==> config.mk <==
export PLATFORM = sky130hd
export DESIGN_NAME = mem_access_ctrl_flat
export DESIGN_NICKNAME = d
export VERILOG_FILES = /design/src/rtl/mem_access_ctrl_if.sv /design/src/rtl/mem_access_ctrl.sv /design/src/flat_wrapper.sv
export SDC_FILE = /design/constraint.sdc
export NUM_CORES = 1
export LEC_CHECK = 0
export ABC_AREA = 1
export CORE_MARGIN = 3
export CORE_UTILIZATION = 35
export DETAILED_ROUTE_END_ITERATION = 6
export DONT_BUFFER_PORTS = 1
export SLEW_MARGIN = 20
export SYNTH_ARGS = -nofsm -noshare
export SYNTH_HDL_FRONTEND = slang
export SYNTH_SLANG_ARGS = --single-unit
==> constraint.sdc <==
create_clock -name Clk -period 1.8 [get_ports Clk]
set_input_delay 0.36 -clock Clk [delete_from_list [all_inputs] [get_ports Clk]]
set_output_delay 0.36 -clock Clk [all_outputs]
set_load 0.02 [all_outputs]
==> src/rtl/mem_access_ctrl_if.sv <==
// Bundles the CPU-side request/ack signals and the memory port of the
// unified instruction/data memory access controller.
// The master view is the controller. The slave view is the CPU control
// path together with the memory model.
interface mem_access_ctrl_if;
    logic        fetchReq;
    logic [31:0] fetchAddr;
    logic        fetchAck;
    logic [31:0] instrOut;

    logic        dataReq;
    logic        dataWe;
    logic [31:0] dataAddr;
    logic [31:0] dataWData;
    logic        dataAck;
    logic [31:0] dataRData;

    logic        errOut;
    logic        busy;

    logic [31:0] memAddress;
    logic [31:0] memWriteData;
    logic        memWriteEnable;
    logic [31:0] memData;

    modport master (
        input  fetchReq, fetchAddr, dataReq, dataWe, dataAddr, dataWData, memData,
        output fetchAck, instrOut, dataAck, dataRData, errOut, busy,
               memAddress, memWriteData, memWriteEnable
    );

    modport slave (
        output fetchReq, fetchAddr, dataReq, dataWe, dataAddr, dataWData, memData,
        input  fetchAck, instrOut, dataAck, dataRData, errOut, busy,
               memAddress, memWriteData, memWriteEnable
    );
endinterface

==> src/rtl/mem_access_ctrl.sv <==
// Initiator side of the unified instruction/data memory port.
// Arbitrates fetch against load/store, where data has fixed priority.
// Holds the address for WAIT_CYCLES extra cycles before the commit/capture
// edge, then returns a one-cycle ack.
//
//   state     | meaning
//   ----------+-----------------------------------------------------------
//   ST_IDLE   | no access in flight; a pending request is accepted at the edge
//   ST_ACCESS | address/data held on the port; counter counts wait states,
//             | and counter==0 is the commit/capture cycle
//   ST_RESP   | one-cycle ack (and error flag) to the requester
module mem_access_ctrl #(
    parameter int WAIT_CYCLES = 1,
    parameter int MEM_DEPTH   = 513
) (
    input  logic              Clk,
    input  logic              Rst_n,
    mem_access_ctrl_if.master bus
);

    typedef enum logic [1:0] {
        ST_IDLE   = 2'd0,
        ST_ACCESS = 2'd1,
        ST_RESP   = 2'd2
    } state_t;

    localparam logic [3:0]  LP_WAIT  = 4'(WAIT_CYCLES);
    localparam logic [31:0] LP_DEPTH = 32'(MEM_DEPTH);

    state_t      r_state;
    state_t      w_state_nxt;
    logic [3:0]  r_count;
    logic [3:0]  w_count_nxt;
    logic        w_accept;
    logic        w_commit;

    logic [31:0] r_addr;
    logic [31:0] r_wdata;
    logic        r_we;
    logic        r_src_data;
    logic        r_oor;
    logic [31:0] r_instr;
    logic [31:0] r_rdata;

    logic [31:0] w_req_addr;
    logic        w_req_oor;

    // The winning request's address is range-checked once, at accept time.
    // This keeps the commit-cycle decode down to a few flops.
    assign w_req_addr = bus.dataReq ? bus.dataAddr : bus.fetchAddr;
    assign w_req_oor  = (w_req_addr >= LP_DEPTH);

    assign w_commit = (r_state == ST_ACCESS) && (r_count == 4'd0);

    // Next-state and wait-counter logic.
    always_comb begin
        w_state_nxt = r_state;
        w_count_nxt = r_count;
        w_accept    = 1'b0;
        case (r_state)
            ST_IDLE: begin
                if (bus.dataReq || bus.fetchReq) begin
                    w_accept    = 1'b1;
                    w_state_nxt = ST_ACCESS;
                    w_count_nxt = LP_WAIT;
                end
            end
            ST_ACCESS: begin
                if (r_count != 4'd0) begin
                    w_count_nxt = r_count - 4'd1;
                end else begin
                    w_state_nxt = ST_RESP;
                end
            end
            ST_RESP: begin
                w_state_nxt = ST_IDLE;
            end
            default: begin
                w_state_nxt = ST_IDLE;
                w_count_nxt = 4'd0;
            end
        endcase
    end

    // State and wait-counter registers.
    always_ff @(posedge Clk or negedge Rst_n) begin
        if (!Rst_n) begin
            r_state <= ST_IDLE;
            r_count <= 4'd0;
        end else begin
            r_state <= w_state_nxt;
            r_count <= w_count_nxt;
        end
    end

    // Operands are latched only at accept. Changes on the request side while
    // busy are ignored. A fetch leaves the last store data on the port.
    always_ff @(posedge Clk or negedge Rst_n) begin
        if (!Rst_n) begin
            r_addr     <= 32'd0;
            r_wdata    <= 32'd0;
            r_we       <= 1'b0;
            r_src_data <= 1'b0;
            r_oor      <= 1'b0;
        end else if (w_accept) begin
            r_addr     <= w_req_addr;
            r_oor      <= w_req_oor;
            r_src_data <= bus.dataReq;
            r_we       <= bus.dataReq & bus.dataWe;
            if (bus.dataReq) begin
                r_wdata <= bus.dataWData;
            end
        end
    end

    // Read data is captured at the commit edge. An out-of-range read returns
    // zero rather than whatever the memory drives.
    always_ff @(posedge Clk or negedge Rst_n) begin
        if (!Rst_n) begin
            r_instr <= 32'd0;
            r_rdata <= 32'd0;
        end else if (w_commit && !r_we) begin
            if (r_src_data) begin
                r_rdata <= r_oor ? 32'd0 : bus.memData;
            end else begin
                r_instr <= r_oor ? 32'd0 : bus.memData;
            end
        end
    end

    // All strobes are decoded from registers only, so they are glitch-free.
    // They also fall as soon as reset clears the state register.
    assign bus.memAddress     = r_addr;
    assign bus.memWriteData   = r_wdata;
    assign bus.memWriteEnable = w_commit & r_we & ~r_oor;
    assign bus.fetchAck       = (r_state == ST_RESP) & ~r_src_data;
    assign bus.dataAck        = (r_state == ST_RESP) &  r_src_data;
    assign bus.errOut         = (r_state == ST_RESP) &  r_oor;
    assign bus.busy           = (r_state != ST_IDLE);
    assign bus.instrOut       = r_instr;
    assign bus.dataRData      = r_rdata;

endmodule

==> src/flat_wrapper.sv <==
// flat-port wrapper written by rule: the top's interface ports become plain ports
module mem_access_ctrl_flat 
#(
    parameter int WAIT_CYCLES = 1,
    parameter int MEM_DEPTH   = 513
)
  (Clk, Rst_n, bus_fetchReq, bus_fetchAddr, bus_dataReq, bus_dataWe, bus_dataAddr, bus_dataWData, bus_memData, bus_fetchAck, bus_instrOut, bus_dataAck, bus_dataRData, bus_errOut, bus_busy, bus_memAddress, bus_memWriteData, bus_memWriteEnable);
  mem_access_ctrl_if bus_i ();
  input  logic Clk;
  input  logic Rst_n;
  input wire logic [$bits(bus_i.fetchReq)-1:0] bus_fetchReq;
  input wire logic [$bits(bus_i.fetchAddr)-1:0] bus_fetchAddr;
  input wire logic [$bits(bus_i.dataReq)-1:0] bus_dataReq;
  input wire logic [$bits(bus_i.dataWe)-1:0] bus_dataWe;
  input wire logic [$bits(bus_i.dataAddr)-1:0] bus_dataAddr;
  input wire logic [$bits(bus_i.dataWData)-1:0] bus_dataWData;
  input wire logic [$bits(bus_i.memData)-1:0] bus_memData;
  output wire logic [$bits(bus_i.fetchAck)-1:0] bus_fetchAck;
  output wire logic [$bits(bus_i.instrOut)-1:0] bus_instrOut;
  output wire logic [$bits(bus_i.dataAck)-1:0] bus_dataAck;
  output wire logic [$bits(bus_i.dataRData)-1:0] bus_dataRData;
  output wire logic [$bits(bus_i.errOut)-1:0] bus_errOut;
  output wire logic [$bits(bus_i.busy)-1:0] bus_busy;
  output wire logic [$bits(bus_i.memAddress)-1:0] bus_memAddress;
  output wire logic [$bits(bus_i.memWriteData)-1:0] bus_memWriteData;
  output wire logic [$bits(bus_i.memWriteEnable)-1:0] bus_memWriteEnable;
  assign bus_i.fetchReq = bus_fetchReq;
  assign bus_i.fetchAddr = bus_fetchAddr;
  assign bus_i.dataReq = bus_dataReq;
  assign bus_i.dataWe = bus_dataWe;
  assign bus_i.dataAddr = bus_dataAddr;
  assign bus_i.dataWData = bus_dataWData;
  assign bus_i.memData = bus_memData;
  assign bus_fetchAck = bus_i.fetchAck;
  assign bus_instrOut = bus_i.instrOut;
  assign bus_dataAck = bus_i.dataAck;
  assign bus_dataRData = bus_i.dataRData;
  assign bus_errOut = bus_i.errOut;
  assign bus_busy = bus_i.busy;
  assign bus_memAddress = bus_i.memAddress;
  assign bus_memWriteData = bus_i.memWriteData;
  assign bus_memWriteEnable = bus_i.memWriteEnable;
  mem_access_ctrl #(.WAIT_CYCLES(WAIT_CYCLES), .MEM_DEPTH(MEM_DEPTH)) u_core (.Clk(Clk), .Rst_n(Rst_n), .bus(bus_i));
endmodule
# Word level (Yosys, flattened, before mapping)
# Index checks and enable logic that the tools add are counted.
[word_totals]
regBits = 137
latchBits = 0
ramBits = 0
mem_bits_ro = 0
out_inout_bits = 133
elab_cells = 48
mem_count = 0
[op_classes]
add_sub_neg = 1
mul = 0
div_mod_pow = 0
magnitude_cmp = 1
eq_ne = 5
shift = 0
mux = 10
n_bitwise = 9
reduce_logical = 13
[ops]
columns = ["operator", "n"]
rows = [
  ["32-bit 2-to-1 mux", 2],
  ["32-bit by 10-bit >= comparator with 1-bit output (second input constant)", 1],
  ["4-bit case mux with 3 select lines", 1],
  ["4-bit 2-to-1 mux", 2],
  ["2-bit AND reduction", 4],
  ["1-bit AND", 6],
  ["4-bit zero test", 1],
  ["2-bit 2-to-1 mux", 2],
  ["2-bit != test (second input constant)", 2],
  ["2-bit case mux with 2 select lines", 1],
  ["4-bit nonzero test", 1],
  ["4-bit by 1-bit subtractor with 4-bit output (second input constant)", 1],
  ["1-bit NOT", 3],
  ["3-bit AND reduction", 1],
  ["2-bit by 1-bit equality test with 1-bit output (second input constant)", 1],
  ["2-bit equality test (second input constant)", 1],
  ["1-bit logical AND", 2],
  ["2-bit zero test", 1],
  ["1-bit 2-to-1 mux", 2],
  ["2-bit by 1-bit != test with 1-bit output (second input constant)", 1],
  ["2-bit nonzero test", 1],
  ["1-bit zero test", 1],
  ["1-bit logical OR", 1],
]

# Longest topological paths before layout
# Gate-level depths: netlist of run 1.
[depth]
word_depth = 4
ltp_mapped = 11

# Worst setup path before layout of run 1
# Ideal clock, no wire load.
[synth_timing]
path_type = "register to output"
start = "register u_core.r_count[0]"
end = "output port bus_memWriteEnable"
arrival_ns = 1.274
setup_slack_ns = 0.166
path_stages_with_launch = 5
n_path_buf = 0
cell_sequence = "dfrtp_1 -> inv_1 -> ha_1 -> nand3_2 -> nor3_1"
[synth_via]
elab_chain_len = 4
[synth_lines]
columns = ["element", "line_no", "source"]
rows = [
  ["from (decl)", "mem_access_ctrl.sv:32", "logic [3:0] r_count;"],
  ["from (signal assigned)", "mem_access_ctrl.sv:92", "r_count <= w_count_nxt;"],
  ["4-bit zero test", "mem_access_ctrl.sv:53", "assign w_commit = (r_state == ST_ACCESS) && (r_count == 4'd0);"],
  ["1-bit logical AND", "mem_access_ctrl.sv:53", ""],
  ["1-bit AND (2 in a row)", "mem_access_ctrl.sv:135", "assign bus.memWriteEnable = w_commit & r_we & ~r_oor;"],
  ["to (decl)", "flat_wrapper.sv:26", "output wire logic [$bits(bus_i.memWriteEnable)-1:0] bus_memWriteEnable;"],
]
# No other way between the ends.

# Worst setup path after layout of run 1
[layout_timing]
start = "register u_core.r_count[1]"
end = "output port bus_memWriteEnable"
# The elaborated chain is that of the path after synthesis.

==> results of run 1 <==
## metal layers
| metal | vias up | GRT usage, % |
|---|---|---|
| met4 | 0 | 6.136 |
| met1 | 2127 | 18.82 |
| met2 | 236 | 25.18 |
| met5 | - | 0 |
| met3 | 22 | 6.837 |
| li1 | 2177 | - |
## power groups by stage
| stage | clock, W | combinational, W | sequential, W |
|---|---|---|---|
| finish | 0.00388 | 0.00319 | 0.00753 |
| global route | 0.00412 | 0.00366 | 0.00772 |
| CTS | 0.00396 | 0.00322 | 0.00756 |
| detailed placement | 0 | 0.00311 | 0.00757 |
| global placement | 0 | 0.00298 | 0.00757 |
| floorplan | 0 | 0.00255 | 0.00712 |
## final timing paths
check,start,endpoint,cells past startpoint
worst max-delay path,u_core.r_count[1],bus_memWriteEnable,5
worst min-delay path,Rst_n,u_core.bus.instrOut[2],0
worst max register to register,u_core.r_count[1],u_core.bus.dataRData[16],7
worst min register to register,u_core.r_count[1],u_core.r_count[1],2
max in group asynchronous,Rst_n,u_core.bus.memAddress[10],0
min in group Clk,bus_dataWData[19],u_core.bus.memWriteData[19],1
## flip-flops by register name (all words and copies together) (netlist names)
signal,count
u_core.r_count,4
u_core.bus.memWriteData,32
u_core.r_state,2
u_core.bus.dataRData,32
u_core.bus.instrOut,32
u_core.r_we,1
u_core.r_src_data,1
u_core.bus.memAddress,32
u_core.r_oor,1
## cells in the final DEF (no fill, tap or decap), drive strengths merged
cell,Yosys,final
nand2,181,181
dfrtp,137,137
inv,122,126
o21ai,80,80
nor2,78,78
mux2,32,32
a31oi,23,23
clkbuf,12,19
buf,21,13
nand3,6,6
bufinv,0,5
nor3,3,3
o31ai,2,2
xor2,2,2
or2,2,2
a21oi,2,2
clkinvlp,0,2
ha,2,2
clkinv,0,2
o211ai,1,1
a21o,1,1
## timing repair
action                                  4_1_cts  5_1_grt
pin swaps                                     1        0
endpoints found under the hold margin       137      137
setup buffers                                 3        0
gates resized for setup                       8        3
endpoints found under the setup margin        1        1
## layout make-up
class | instances | area [sq um]
fillers | 1657 | 9777
flip-flops and latches | 137 | 3430
multi-input cells | 415 | 2091
inverters | 122 | 457.9
clock buffers | 19 | 432.9
well taps | 220 | 275.3
clock inverters | 13 | 216.5
repair buffers | 13 | 138.9
## metrics by stage
step,total power [W],utilization [%],cell area (sq um),worst slack [ns]
after floorplan,0.009668,-,6100,0.1660
after global placement,0.01055,37.61,6326,0.2354
after detailed placement,0.01068,37.61,6326,0.1989
after CTS,0.01474,41.80,7030,0.05718
after global routing,0.01550,41.87,7042,-0.01671
final,0.01460,41.87,7042,0.08831
## logic make-up after synthesis
| family | after synthesis | share of synthesized area, % |
|---|---|---|
| compound gates | 109 | 9.579 |
| mux | 32 | 5.908 |
| fa+ha+maj | 2 | 0.4102 |
| simple gates | 270 | 17.46 |
| buf+inv | 155 | 10.15 |
| flops | 137 | 56.21 |
| xor+xnor | 2 | 0.2872 |
## critical path, cell delays in order, from the launching register on
cell and delay (ns):
dfrtp_1 0.38, inv_2 0.09, ha_4 0.14, nand3_4 0.08
nor3_4 0.12, buf_6 0.14
==> reports/qor.yml, run 1 <==
grt_overflow_total: 0
antenna_cells: 0
synth_flop_cell: "dfrtp_1"
top_layer: "met4"
final_cells: 939
cts_root_buf: "clkbuf_16"
ys_warn_count: 0
leakagePower_nw: 3.402
cts_tree: "yes"
fmax_ghz: 0.5842
gp_congestion: 0.8072
synth-async-reset-ratio_pct: 100.0
antenna_found_initial: 0
viasPerCell: 4.858
required_ns: 1.44
path_clk_slew_ns: 0.06
portBuffers: 0
grt_usage_pct: 15.74
fp.dieH_microns: 138.0
violations: "hold timing"
synth_seq_cells: 137
hpwl_microns: 10750
period_share_pct: 95.09
die_width_microns: 138.0
met2_length_microns: 7023
ant_nets: 0
syn_avg_cell_area_sq_um: 8.627
internal-power_w: 0.008437
cts_buffer_depth: 2
synth_edf_count: 0
ir_drop_uv: 778.7
skew_ns: 0.01189
wirelength_microns: 15110
routed-wl-met3_microns: 1528
worstSetupEndpointType: "output pin"
comb_power_share_pct: 21.9
drv_cap: 0
grt_pass1_vias: 4652
layout-drive-gt1-share_pct: 12.24
fp.dieArea_sq_um: 19050
place_inst: 904
synth_area_sq_um: 6100
vias: 4562
seqPwrFrac_pct: 51.6
switching_power_w: 0.006161
synth_area_leader_cell: "dfrtp_1"
wl_met1_microns: 6192
r2r_slack_ns: 0.22
drc: 0
grt_pass1_wl_microns: 24370
nets: 841
tightest_slew_ns: 0.4602
yosysMostFrequentCell: "nand2_1"
swShare_pct: 42.20
yosysTopAreaCellShare_pct: 56.21
period_needed_ns: 1.712
cp.arrival_ns: 1.35
power.share.clock_pct: 26.6
clk_latency_ns: 0.41
synth_area_leaders: "dfrtp_1 56%, nand2_1 11%, inv_1 7.4%, mux2_2 5.9%, nor2_1 4.7%"
cts_num_sinks: 137
powerDensity_nw_per_um2: 2073
syn_inst: 707
path_class: "flop to output pin"
critPathLaunchType: "flop"
path_max_fanout: 3
maxSlewViolCount: 0
ys_types: 25
placeableCoreArea_sq_um: 16820
start_util_pct: 36.27
syn2layout_area_growth_pct: 15.45
status: "finished, violations left"
timing.setup.tns_ns: 0
wl_per_cell_microns: 16.09
syn-num-nets: 842
hold_path_class: "primary input to async pin"
fp-row-count: 47
hold_ws_ns: -0.3572
report.final.hold_viol_count: 137
slew_headroom_pct: 69.32
grt_max_degree: 138
ys_seq_area_share_pct: 56.21
drtPass1Iterations: 4
drt_iter0_drc: 247
ys_top_cells_by_count: "181 x nand2_1, 137 x dfrtp_1, 121 x inv_1, 77 x nor2_1, 48 x o21ai_0"
cts_buffers: 17
cts_max_level: 4
io-pin-count: 266
setup_violations: 0
(Power assumes the default switching activity.)
==> inputs of run 2 (changes only) <==
--- a/config.mk
+++ b/config.mk
@@ -7,9 +7,10 @@
 export LEC_CHECK = 0
 export ABC_AREA = 1
 export CORE_MARGIN = 3
-export CORE_UTILIZATION = 35
+export CORE_UTILIZATION = 63
 export DETAILED_ROUTE_END_ITERATION = 6
 export DONT_BUFFER_PORTS = 1
+export PLACE_DENSITY = 0.79
 export SLEW_MARGIN = 20
 export SYNTH_ARGS = -nofsm -noshare
 export SYNTH_HDL_FRONTEND = slang
==> run 2 against run 1 <==
Against the previous run: the flow finishes with violations (hold timing, setup timing); utilization rose by 35 points; cell area grew 2.3%; register-to-register slack hardly changed; sequential share of layout area decreased by 1.1 points; combinational power up 6%; first-iteration DRC count is 13% higher; critical endpoint unchanged; highest routed layer unchanged.
==> reports/qor.yml, run 2 (same netlist as run 1, synthesis figures left out) <==
vias: 4837  # +6.0%
violations: "hold timing, setup timing"
grt_pass1_vias: 4809  # +3.4%
grt_usage_pct: 28.85  # +13 points
rsz0062_at_grt: "yes"
viasPerCell: 5.484  # +13%
cts_max_level: 4  # unchanged
period_share_pct: 101.3  # +6.2 points
crit_start: "u_core.r_state[1]"
ant_nets: 0  # unchanged
fp.dieArea_sq_um: 10900  # -43%
period_needed_ns: 1.823  # +0.1109 ns
swShare_pct: 43.89  # +1.7 points
slowest_delay_ns: 0.43  # +0.05 ns
cts_hold_buffers: 34
maxSlewViolCount: 0  # unchanged
path_max_fanout: 4  # +1
slew_headroom_pct: 75.30  # +6.0 points
leakagePower_nw: 3.506  # +3.0%
crit_chain: "nor2_4 -> nand3_4 -> nor3_2 -> buf_4"
report.final.hold_viol_count: 137  # unchanged
fp.dieH_microns: 104.4  # -24%
seqPwrFrac_pct: 53.4  # +1.8 points
required_ns: 1.44  # about the same
fp-row-count: 35  # -26%
path_class: "flop to output pin"
internal-power_w: 0.007991  # -5.3%
wirelength_microns: 15460  # +2.3%
skew_ns: 0.01409  # +0.002207 ns
grt_max_degree: 138  # unchanged
comb_power_share_pct: 23.8  # +1.9 points
ir_drop_uv: 1045  # +34%
grt_pass1_wl_microns: 24740  # +1.5%
nets: 876  # +4.2%
hpwl_microns: 10330  # -3.9%
wl_met1_microns: 5647  # -8.8%
cp_top_family: "flip-flops"
io-pin-count: 266  # unchanged
r2r-start: "u_core.r_state[1]"
crit_slowest_cell: "dfrtp_1"
hold_ws_ns: -0.4527  # -0.09553 ns
switching_power_w: 0.006250  # +1.4%
cts_num_sinks: 137  # unchanged
layout_common_cells: "181 x nand2_1, 136 x dfrtp_1, 119 x inv_1"
routed-wl-met3_microns: 1321  # -14%
grt_overflow_total: 0  # unchanged
status: "finished, violations left"
antenna_found_initial: 0  # unchanged
cts_buffer_depth: 2  # unchanged
path_clk_slew_ns: 0.06  # about the same
portBuffers: 0  # unchanged
worst-path-buf-inv: 1  # -1
drc: 0  # unchanged
die_width_microns: 104.4  # -24%
power.share.clock_pct: 22.7  # -3.9 points
tightest_slew_ns: 0.3705  # -0.08965 ns
layout_commonest_cell: "nand2_1"
cts_tree: "yes"
cts_root_buf: "clkbuf_8"
drt_iter0_drc: 279  # +13%
layout-drive-gt1-share_pct: 12.22  # -0.021 points
drv_cap: 0  # unchanged
gp_congestion: 0.8278  # +2.6%
start_util_pct: 65.39  # +29 points
cts_buffers: 17  # unchanged
hold_path_class: "primary input to async pin"
antenna_cells: 0  # unchanged
top_layer: "met4"
cp.arrival_ns: 1.46  # +0.11 ns
fmax_ghz: 0.5487  # -6.1%
setup_violations: 1  # +1
powerDensity_nw_per_um2: 1977  # -4.6%
pre_cts_slack_ns: 0.1885  # -0.01038 ns
worstSetupEndpointType: "output pin"
setup_slack_ns: -0.02259  # -0.1109 ns
wl_per_cell_microns: 17.53  # +8.9%
met2_length_microns: 8108  # +15%
placeableCoreArea_sq_um: 9328  # -45%
critPathLaunchType: "flop"
clk_latency_ns: 0.51  # +0.10 ns
syn2layout_area_growth_pct: 18.07
drtPass1Iterations: 5  # +1
run 2: worst register-to-register path, delay by kind of cell (launching register included):
family,cells,cell delay (ns)
flops,1,0.43
compound gates,1,0.11
simple gates,4,0.51
buf+inv,2,0.43
run 2: what timing repair did:
action / 4_1_cts / 5_1_grt
endpoints found under the hold margin: 170 / 137
endpoints found under the setup margin: 3 / 3
setup buffers: 3 / 2
gates resized for setup: 10 / 2
pin swaps: 1 / 1
run 2: power by group through the flow:
stage | clock, W | combinational [W] | sequential (W)
after floorplan | 0 | 0.00255 | 0.00712
after global placement | 0 | 0.00292 | 0.00755
after detailed placement | 0 | 0.00313 | 0.00760
after CTS | 0.00328 | 0.00332 | 0.00759
after global routing | 0.00342 | 0.00385 | 0.00774
final | 0.00324 | 0.00339 | 0.00761
run 2: layer usage:
layer / global-route usage, % / vias up
met4: 11.02 / 0
met1: 34.05 / 2294
li1: - / 2253
met3: 8.939 / 33
met5: 0 / -
met2: 49.45 / 257
run 2: path summary, 6_finish.rpt:
path	to	slack, ns	depth (start not counted)
min	u_core.bus.dataRData[20]	-0.45	0
max	bus_memWriteEnable	-0.02	4
min reg2reg	u_core.r_count[1]	0.55	2
max in group asynchronous	u_core.r_count[2]	2.04	0
max reg2reg	u_core.bus.instrOut[24]	0.22	7
min in group Clk	u_core.bus.memAddress[8]	0.02	2
run 2: cell type report:
| cell class | count | area (sq um) |
|---|---|---|
| Fill cell | 623 | 2126 |
| Sequential cell | 137 | 3430 |
| Clock inverter | 10 | 93.84 |
| Inverter | 122 | 457.9 |
| Multi-Input combinational cell | 415 | 2092 |
| Clock buffer | 21 | 459.2 |
| Timing Repair Buffer | 48 | 508.0 |
| Tap cell | 129 | 161.4 |
run 2: through the flow:
step	util (%)	cells	power [W]	cell area, sq um	setup TNS (ns)
final	77.21	882	0.01424	7202	-0.02259
after global routing	77.21	882	0.01500	7202	-0.1835
after CTS	77.01	880	0.01419	7183	-0.04560
after detailed placement	66.79	812	0.01073	6230	0
after global placement	66.79	812	0.01047	6230	0
after floorplan	-	707	0.009668	6100	0
